### src/rtl/mem_port_arbiter.sv
// Two-port memory arbiter: dmem-priority FSM sharing one main memory port.
// Define IFETCH_STARVE_GUARD_EN to bound consecutive dmem wins over a pending fetch.
module mem_port_arbiter #(
  parameter int STARVE_LIMIT = 4
) (
  input  logic        clk,
  input  logic        rst,
  input  logic        imem_req,
  input  logic [31:0] imem_addr,
  input  logic        imem_flush,
  output logic        imem_gnt,
  output logic        imem_rvalid,
  output logic [31:0] imem_rdata,
  input  logic        dmem_req,
  input  logic        dmem_we,
  input  logic [31:0] dmem_addr,
  input  logic [31:0] dmem_wdata,
  output logic        dmem_gnt,
  output logic        dmem_rvalid,
  output logic [31:0] dmem_rdata,
  output logic [31:0] mem_addr,
  output logic        mem_re,
  output logic        mem_wr,
  output logic [31:0] mem_wdata,
  input  logic        mem_ready,
  input  logic [31:0] mem_rdata
);

  typedef enum logic [1:0] {
    IDLE  = 2'd0,
    IBUSY = 2'd1,
    DBUSY = 2'd2
  } state_t;

  state_t      state;
  logic [31:0] addr_q;
  logic [31:0] wdata_q;
  logic        we_q;
  logic        flush_q;

  logic idle;
  logic busy;
  logic starve_hit;
  logic i_win;
  logic d_win;

  assign idle = (state == IDLE);
  assign busy = (state == IBUSY) || (state == DBUSY);

`ifdef IFETCH_STARVE_GUARD_EN
  logic [3:0] starve_cnt;

  assign starve_hit = (starve_cnt == 4'(STARVE_LIMIT));

  // Counts dmem wins while a fetch waits; any fetch grant resets it.
  always_ff @(posedge clk or posedge rst) begin
    if (rst) begin
      starve_cnt <= 4'd0;
    end else if (idle) begin
      if (!imem_req || i_win)
        starve_cnt <= 4'd0;
      else if (d_win && starve_cnt != 4'hf)
        starve_cnt <= starve_cnt + 4'd1;
    end
  end
`else
  assign starve_hit = 1'b0;
`endif

  assign d_win = idle && dmem_req && !(imem_req && starve_hit);
  assign i_win = idle && imem_req && !d_win;

  always_ff @(posedge clk or posedge rst) begin
    if (rst) begin
      state   <= IDLE;
      addr_q  <= 32'd0;
      wdata_q <= 32'd0;
      we_q    <= 1'b0;
      flush_q <= 1'b0;
    end else begin
      unique case (state)
        IDLE: begin
          flush_q <= 1'b0;
          if (d_win) begin
            state   <= DBUSY;
            addr_q  <= dmem_addr;
            we_q    <= dmem_we;
            wdata_q <= dmem_we ? dmem_wdata : 32'd0;
          end else if (i_win) begin
            state   <= IBUSY;
            addr_q  <= imem_addr;
            we_q    <= 1'b0;
            wdata_q <= 32'd0;
          end
        end
        IBUSY: begin
          // A flush seen on any wait cycle kills the eventual response.
          if (mem_ready) begin
            state   <= IDLE;
            flush_q <= 1'b0;
          end else begin
            flush_q <= flush_q | imem_flush;
          end
        end
        DBUSY: begin
          if (mem_ready)
            state <= IDLE;
        end
        default: state <= IDLE;
      endcase
    end
  end

  always_comb begin
    imem_gnt    = 1'b0;
    dmem_gnt    = 1'b0;
    imem_rvalid = 1'b0;
    dmem_rvalid = 1'b0;
    imem_rdata  = 32'd0;
    dmem_rdata  = 32'd0;
    mem_addr    = 32'd0;
    mem_wdata   = 32'd0;
    mem_re      = 1'b0;
    mem_wr      = 1'b0;
    if (!rst) begin
      imem_gnt = i_win;
      dmem_gnt = d_win;
      if (busy) begin
        mem_addr  = addr_q;
        mem_wdata = wdata_q;
        mem_re    = ~we_q;
        mem_wr    = we_q;
      end
      if (state == IBUSY && mem_ready && !flush_q && !imem_flush) begin
        imem_rvalid = 1'b1;
        imem_rdata  = mem_rdata;
      end
      if (state == DBUSY && mem_ready) begin
        dmem_rvalid = 1'b1;
        dmem_rdata  = we_q ? 32'd0 : mem_rdata;
      end
    end
  end

endmodule

### config.mk
export PLATFORM = sky130hd
export DESIGN_NAME = mem_port_arbiter
export DESIGN_NICKNAME = d
export VERILOG_FILES = /design/src/rtl/mem_port_arbiter.sv
export SDC_FILE = /design/constraint.sdc
export NUM_CORES = 1
export LEC_CHECK = 0
export BUFFER_PORTS_ARGS = -buffer_cell sky130_fd_sc_hd__buf_4
export CAP_MARGIN = 20
export CORE_AREA = 2 2 106 108
export DETAILED_ROUTE_END_ITERATION = 10
export DIE_AREA = 0 0 108 110
export HOLD_SLACK_MARGIN = 0.15
export PLACE_DENSITY = 0.68
export SYNTH_ARGS = -nofsm -noshare
export SYNTH_HDL_FRONTEND = slang
export SYNTH_SLANG_ARGS = --single-unit
### constraint.sdc
create_clock -name clk -period 3.2 [get_ports clk]
set_input_delay 0.96 -clock clk [delete_from_list [all_inputs] [get_ports clk]]
set_output_delay 0.96 -clock clk [all_outputs]
set_load 0.05 [all_outputs]
## After elaboration in Yosys (flattened, before gate mapping)

Cells that the tools add are included.

- Register bits: 68
- Bits in latches: 0
- Memory bits (writable): 0
- Bits in read-only memories: 0
- Input bits: 135
- Memories kept: 0

- $add $sub $neg: 0
- Multiply operators: 0
- Divide/modulo/power cells: 0
- Order comparisons: 0
- Equality and inequality tests: 4
- Shift-type cells: 0
- Multiplexer cells: 32
- Bitwise logic cells: 2
- Reduce and logical (&&, ||, !) cells: 17

Operators by type and width:

| cell | count |
|---|---|
| $mux 32 | 14 |
| $mux 1 | 13 |
| $logic_and 1x1->1 | 7 |
| $mux 2 | 3 |
| $pmux 2 s2 | 1 |
| $reduce_and 2->1 | 2 |
| $reduce_bool 2->1 | 2 |
| $logic_not 1->1 | 3 |
| $ne 3x1->1 const B | 1 |
| $eq 2x1->1 const B | 1 |
| $eq 2x2->1 const B | 1 |
| $logic_not 2->1 | 1 |
| $ne 2x1->1 const B | 1 |
| $pmux 1 s2 | 1 |
| $reduce_or 2->1 | 1 |
| $logic_or 1x1->1 | 1 |
| $not 1->1 | 1 |
| $or 1x1->1 | 1 |

## Longest topological paths before layout

- Depth in word-level cells: 7
- Depth in mapped cells: 7
- Depth with buffers taken out: 5

## Worst setup path after synthesis

No wires, ideal clock.

- Path kind: input-to-output
- From: input port dmem_req
- To: output port imem_gnt
- Data arrival time: 2.514 ns
- Required time: 2.240 ns
- Path slack: -0.274 ns
- Stages: 4
- Cell sequence: clkbuf_2 -> buf_2 -> buf_2 -> nor3_1

- Longest elaborated chain between the ends: 4

Ends and longest elaborated chain:

| element | RTL line | RTL |
|---|---|---|
| start, declared | 14 | `input logic dmem_req,` |
| $logic_and 1x1->1 | 70 | `assign d_win = idle && dmem_req && !(imem_req && starve_hit);` |
| $logic_not 1->1 | 71 | `assign i_win = idle && imem_req && !d_win;` |
| $logic_and 1x1->1 | 71 |  |
| $mux 1 | 125 | `if (!rst) begin` |
| end, declared | 11 | `output logic imem_gnt,` |

No other way between the ends.

## Final worst setup path

- From: register state[0]
- To: output port mem_addr[8]

- Longest elaborated chain between the ends: 4

Ends and longest elaborated chain:

| element | RTL line | RTL |
|---|---|---|
| start, declared | 35 | `state_t state;` |
| start signal, assigned | 75 | `state <= IDLE;` |
| start signal, assigned | 85 | `state <= DBUSY;` |
| start signal, assigned | 90 | `state <= IBUSY;` |
| $eq 2x1->1 / $eq 2x2->1 (equally long branches) | 48 | `assign busy = (state == IBUSY) \|\| (state == DBUSY);` |
| $logic_or 1x1->1 * | 48 |  |
| $mux 32 * | 128 | `if (busy) begin` |
| $mux 32 * | 125 |  |
| end, declared | 21 | `output logic [31:0] mem_addr,` |

Every way passes the cells marked *; elsewhere a longest branch is shown, timed or not.

==> impl_results.md <==
* Cts hold-fix bufs at 0
* Setup Buffers After CTS at 0
* Achievable Freq at 339 MHz
* Hold WC Path Type: flip-flop to flip-flop
* PwrDens at 756 nW/um^2
* Synth unique cells at 28
* Max_cap viols at 0
* Largest net degree at the start of global routing at 51
* Complex-gate fraction of the synthesized area at 11.9%
* Clk slew on worst S/H paths at 0.06 ns
* Register area share after synthesis at 43.7%
* Io pins at 269
* # nets final at 817
* Multiplexer share of the synthesized area at 0.514%
* Top FF cell, synth: dfrtp_1
* Cell count after synthesis at 428
* Simple-gate area share of the yosys netlist at 37.6%
* Clock Power Share at 11.8%
* DR vias/cell at 4.98
* Layout area overhead at 58.1%
* Post-Place Setup Slack at 0.272 ns
* LEAKAGE at 3.14 nW
* Crit Path Category: flip-flop to output pin
* RSZ-0062 raised after global routing: false
* Min Tclk post-route at 2.95 ns
* Drt drc at 0
* Tot Pwr at 4.66 mW
* Mapped cell area at 3900 um^2
* # rows at 38
* GRT Total Usage at 23.7%
* DIE HEIGHT at 110 um
* Final Cycle Share at 92.3%
* Core ar. at 10700 um^2
* CTS tree: yes
* CP Capture Type: output pin
* Wire per inst at 17.4 um
* H-tree depth at 3
* Slowest CP cell: dfrtp_1
* Most common cell in the netlist: and2_1
* Initial Utilization at 36.4%
* Slew HR at 67.7%
* CP startpoint: state[0]$_DFFE_PP0P_
* Cell mode on critical path: buf_4
* Hold_sp: wdata_q[29]$_DFFE_PP0P_
* Die ar. at 11900 um^2
* Max incr delay on CP at 0.38 ns
* CP Launch Type: flip-flop
* Setup_tns at 0 ns
* Share of layout cells above drive strength 1 at 43.9%
* TritonRoute pass-1 iters at 4
* Antenna Violating Nets Remaining at 0
* Crit path cell chain: inv_1 > ha_1 > nor2b_4 > buf_4 > and2_1 > buf_4
* Gpl congestion at 0.871
* Req. time, crit path at 2.24 ns
* Final worst setup slack at 0.246 ns
* Synth top area share at 43.7%
* Synth Area in Adders at 0.963%
* First-pass GRT wire length at 21100 um
* Worst Tran Pin Value at 0.484 ns
* Filler instances at 1002
* WP buf/inv at 3
* Reg2Reg Launch Point: state[0]$_DFFE_PP0P_
* XOR/XNOR Fraction of Synth Area at 0%
* Async SR Flop Fraction at 100%
* Synth Warn # at 0
* #FFs+latches synth at 68
* Worst hold margin at 0.496 ns
* VDD IR max at 0.438 mV
* DP HPWL at 11100 um
* Area occupied by multi-input gates at 2000 um^2
* NetSw at 2.23 mW
* Worst-path fanout max at 38
* GRT Residual Overflow at 0
* Top cells by count, synth: and2_1 (129), nor3_1 (79), dfrtp_1 (68)
* Vias in the first global route at 3962
* Slew Limit Fails at 0
* Worst Clk Skew at 0.00353 ns
* Run status: completed
* DRT Wirelength at 14300 um
* Final setup fails at 0
* Area leader, netlist: dfrtp_1
* CP arrival at 1.99 ns
* Worst-Skew Late Latency at 0.34 ns
* CTS Buf Count at 9
* Comb power frac at 57.0%
* # resized after CTS at 0
* Iter 0 DRT Violations at 269
* Post-synth EDFFs at 0
* Largest cells by area after synthesis: dfrtp_1 (44%), and2_1 (21%), nor3_1 (10%)
* Pint at 2.43 mW
* Main combinational cell family by area after synthesis: simple AND/OR/NAND/NOR gates
* Sequential cell area at 1700 um^2
* Switching share of power at 47.9%
* Clock Sinks at 68
* Initial antenna violation count at 4
* Vias at 4100
* Per-instance average area after synthesis at 9.10 um^2
* CTS Buffer Depth at 2
* Mapped Nets at 566
* Root Driver: clkbuf_8
* Port bufs at 268
* Critical path's top delay family: buffers and inverters
* Endpoints failing hold at 0
* Sequential share of power at 31.1%
* Chip Width at 108 um
-- layout make-up --
| cell class | count | area share (%) |
|---|---|---|
| tap | 140 | 2.84 |
| clock buffer | 10 | 2.07 |
| inverter | 4 | 0.244 |
| sequential | 68 | 27.6 |
| antenna | 4 | 0.163 |
| clock inverter | 1 | 0.0813 |
| multi-input combinational | 316 | 32.4 |
| timing repair buffer | 280 | 34.5 |
-- stage by stage --
stage	cells	util, %	instance area, um^2
floorplan	428	-	3900
global placement	808	56.2	6020
detailed placement	808	56.2	6020
CTS	819	57.5	6150
global route	819	57.5	6150
finish	823	57.6	6160
-- power by group through the flow --
stage | logic, mW | clock network [mW] | registers, mW
final | 2.66 | 0.551 | 1.45
after global routing | 2.83 | 0.602 | 1.50
after CTS | 2.67 | 0.568 | 1.45
after global placement | 2.63 | 0 | 1.45
after floorplan | 1.91 | 0 | 1.39
after detailed placement | 2.67 | 0 | 1.46
-- sequential cells by signal, summed over array words and instances (netlist names) --
signal	flops
addr_q	32
wdata_q	32
we_q	1
state	2
flush_q	1
-- final timing paths --
path,endpoint,slack [ns],depth (start not counted)
setup / recovery,mem_addr[8],0.25,6
hold / removal,wdata_q[29]$_DFFE_PP0P_,0.50,1
setup reg to reg,addr_q[22]$_DFFE_PP0P_,1.21,6
hold reg to reg,wdata_q[29]$_DFFE_PP0P_,0.50,1
max in group asynchronous,addr_q[0]$_DFFE_PP0P_,1.90,3
min in group asynchronous,addr_q[27]$_DFFE_PP0P_,0.69,2
-- metal layers --
| metal | part of all wire (%) | track usage [%] | up-vias | wire length [um] |
|---|---|---|---|---|
| li1 | - | - | 1973 | - |
| met1 | 37 | 26.3 | 1921 | 5350 |
| met2 | 50 | 42.0 | 178 | 7230 |
| met3 | 9.6 | 7.35 | 26 | 1380 |
| met4 | 2.5 | 10.1 | 2 | 353 |
| met5 | 0.056 | 0 | - | 8 |
-- layout by cell type, fill, tap and decap left out --
cell	count
nand2_2	1
inv_1	3
nor2b_4	1
nor4_4	1
inv_2	1
a21o_1	1
a21oi_1	4
mux2i_1	2
o21a_2	1
nor3_2	2
o22ai_1	18
nor3b_1	6
nor2_1	16
and3b_1	6
a22o_1	32
nand2_1	3
o21ai_0	1
dfrtp_1	68
ha_1	3
diode_2	4
o21ai_2	1
nor3_1	78
clkbuf_8	9
clkbuf_1	1
clkinv_2	1
and2_1	129
a32o_1	2
nor2b_1	2
nand2b_1	5
buf_4	278
and3_1	1
buf_12	2
-- cell families after synthesis --
family	Yosys count
buffers and inverters	44
adder cells (fa/ha/maj)	3
AO/OA/AOI/OAI	60
multiplexers	2
flip-flops	68
AND/OR/NAND/NOR	251
Note: power is estimated with default switching activity, not from simulation.
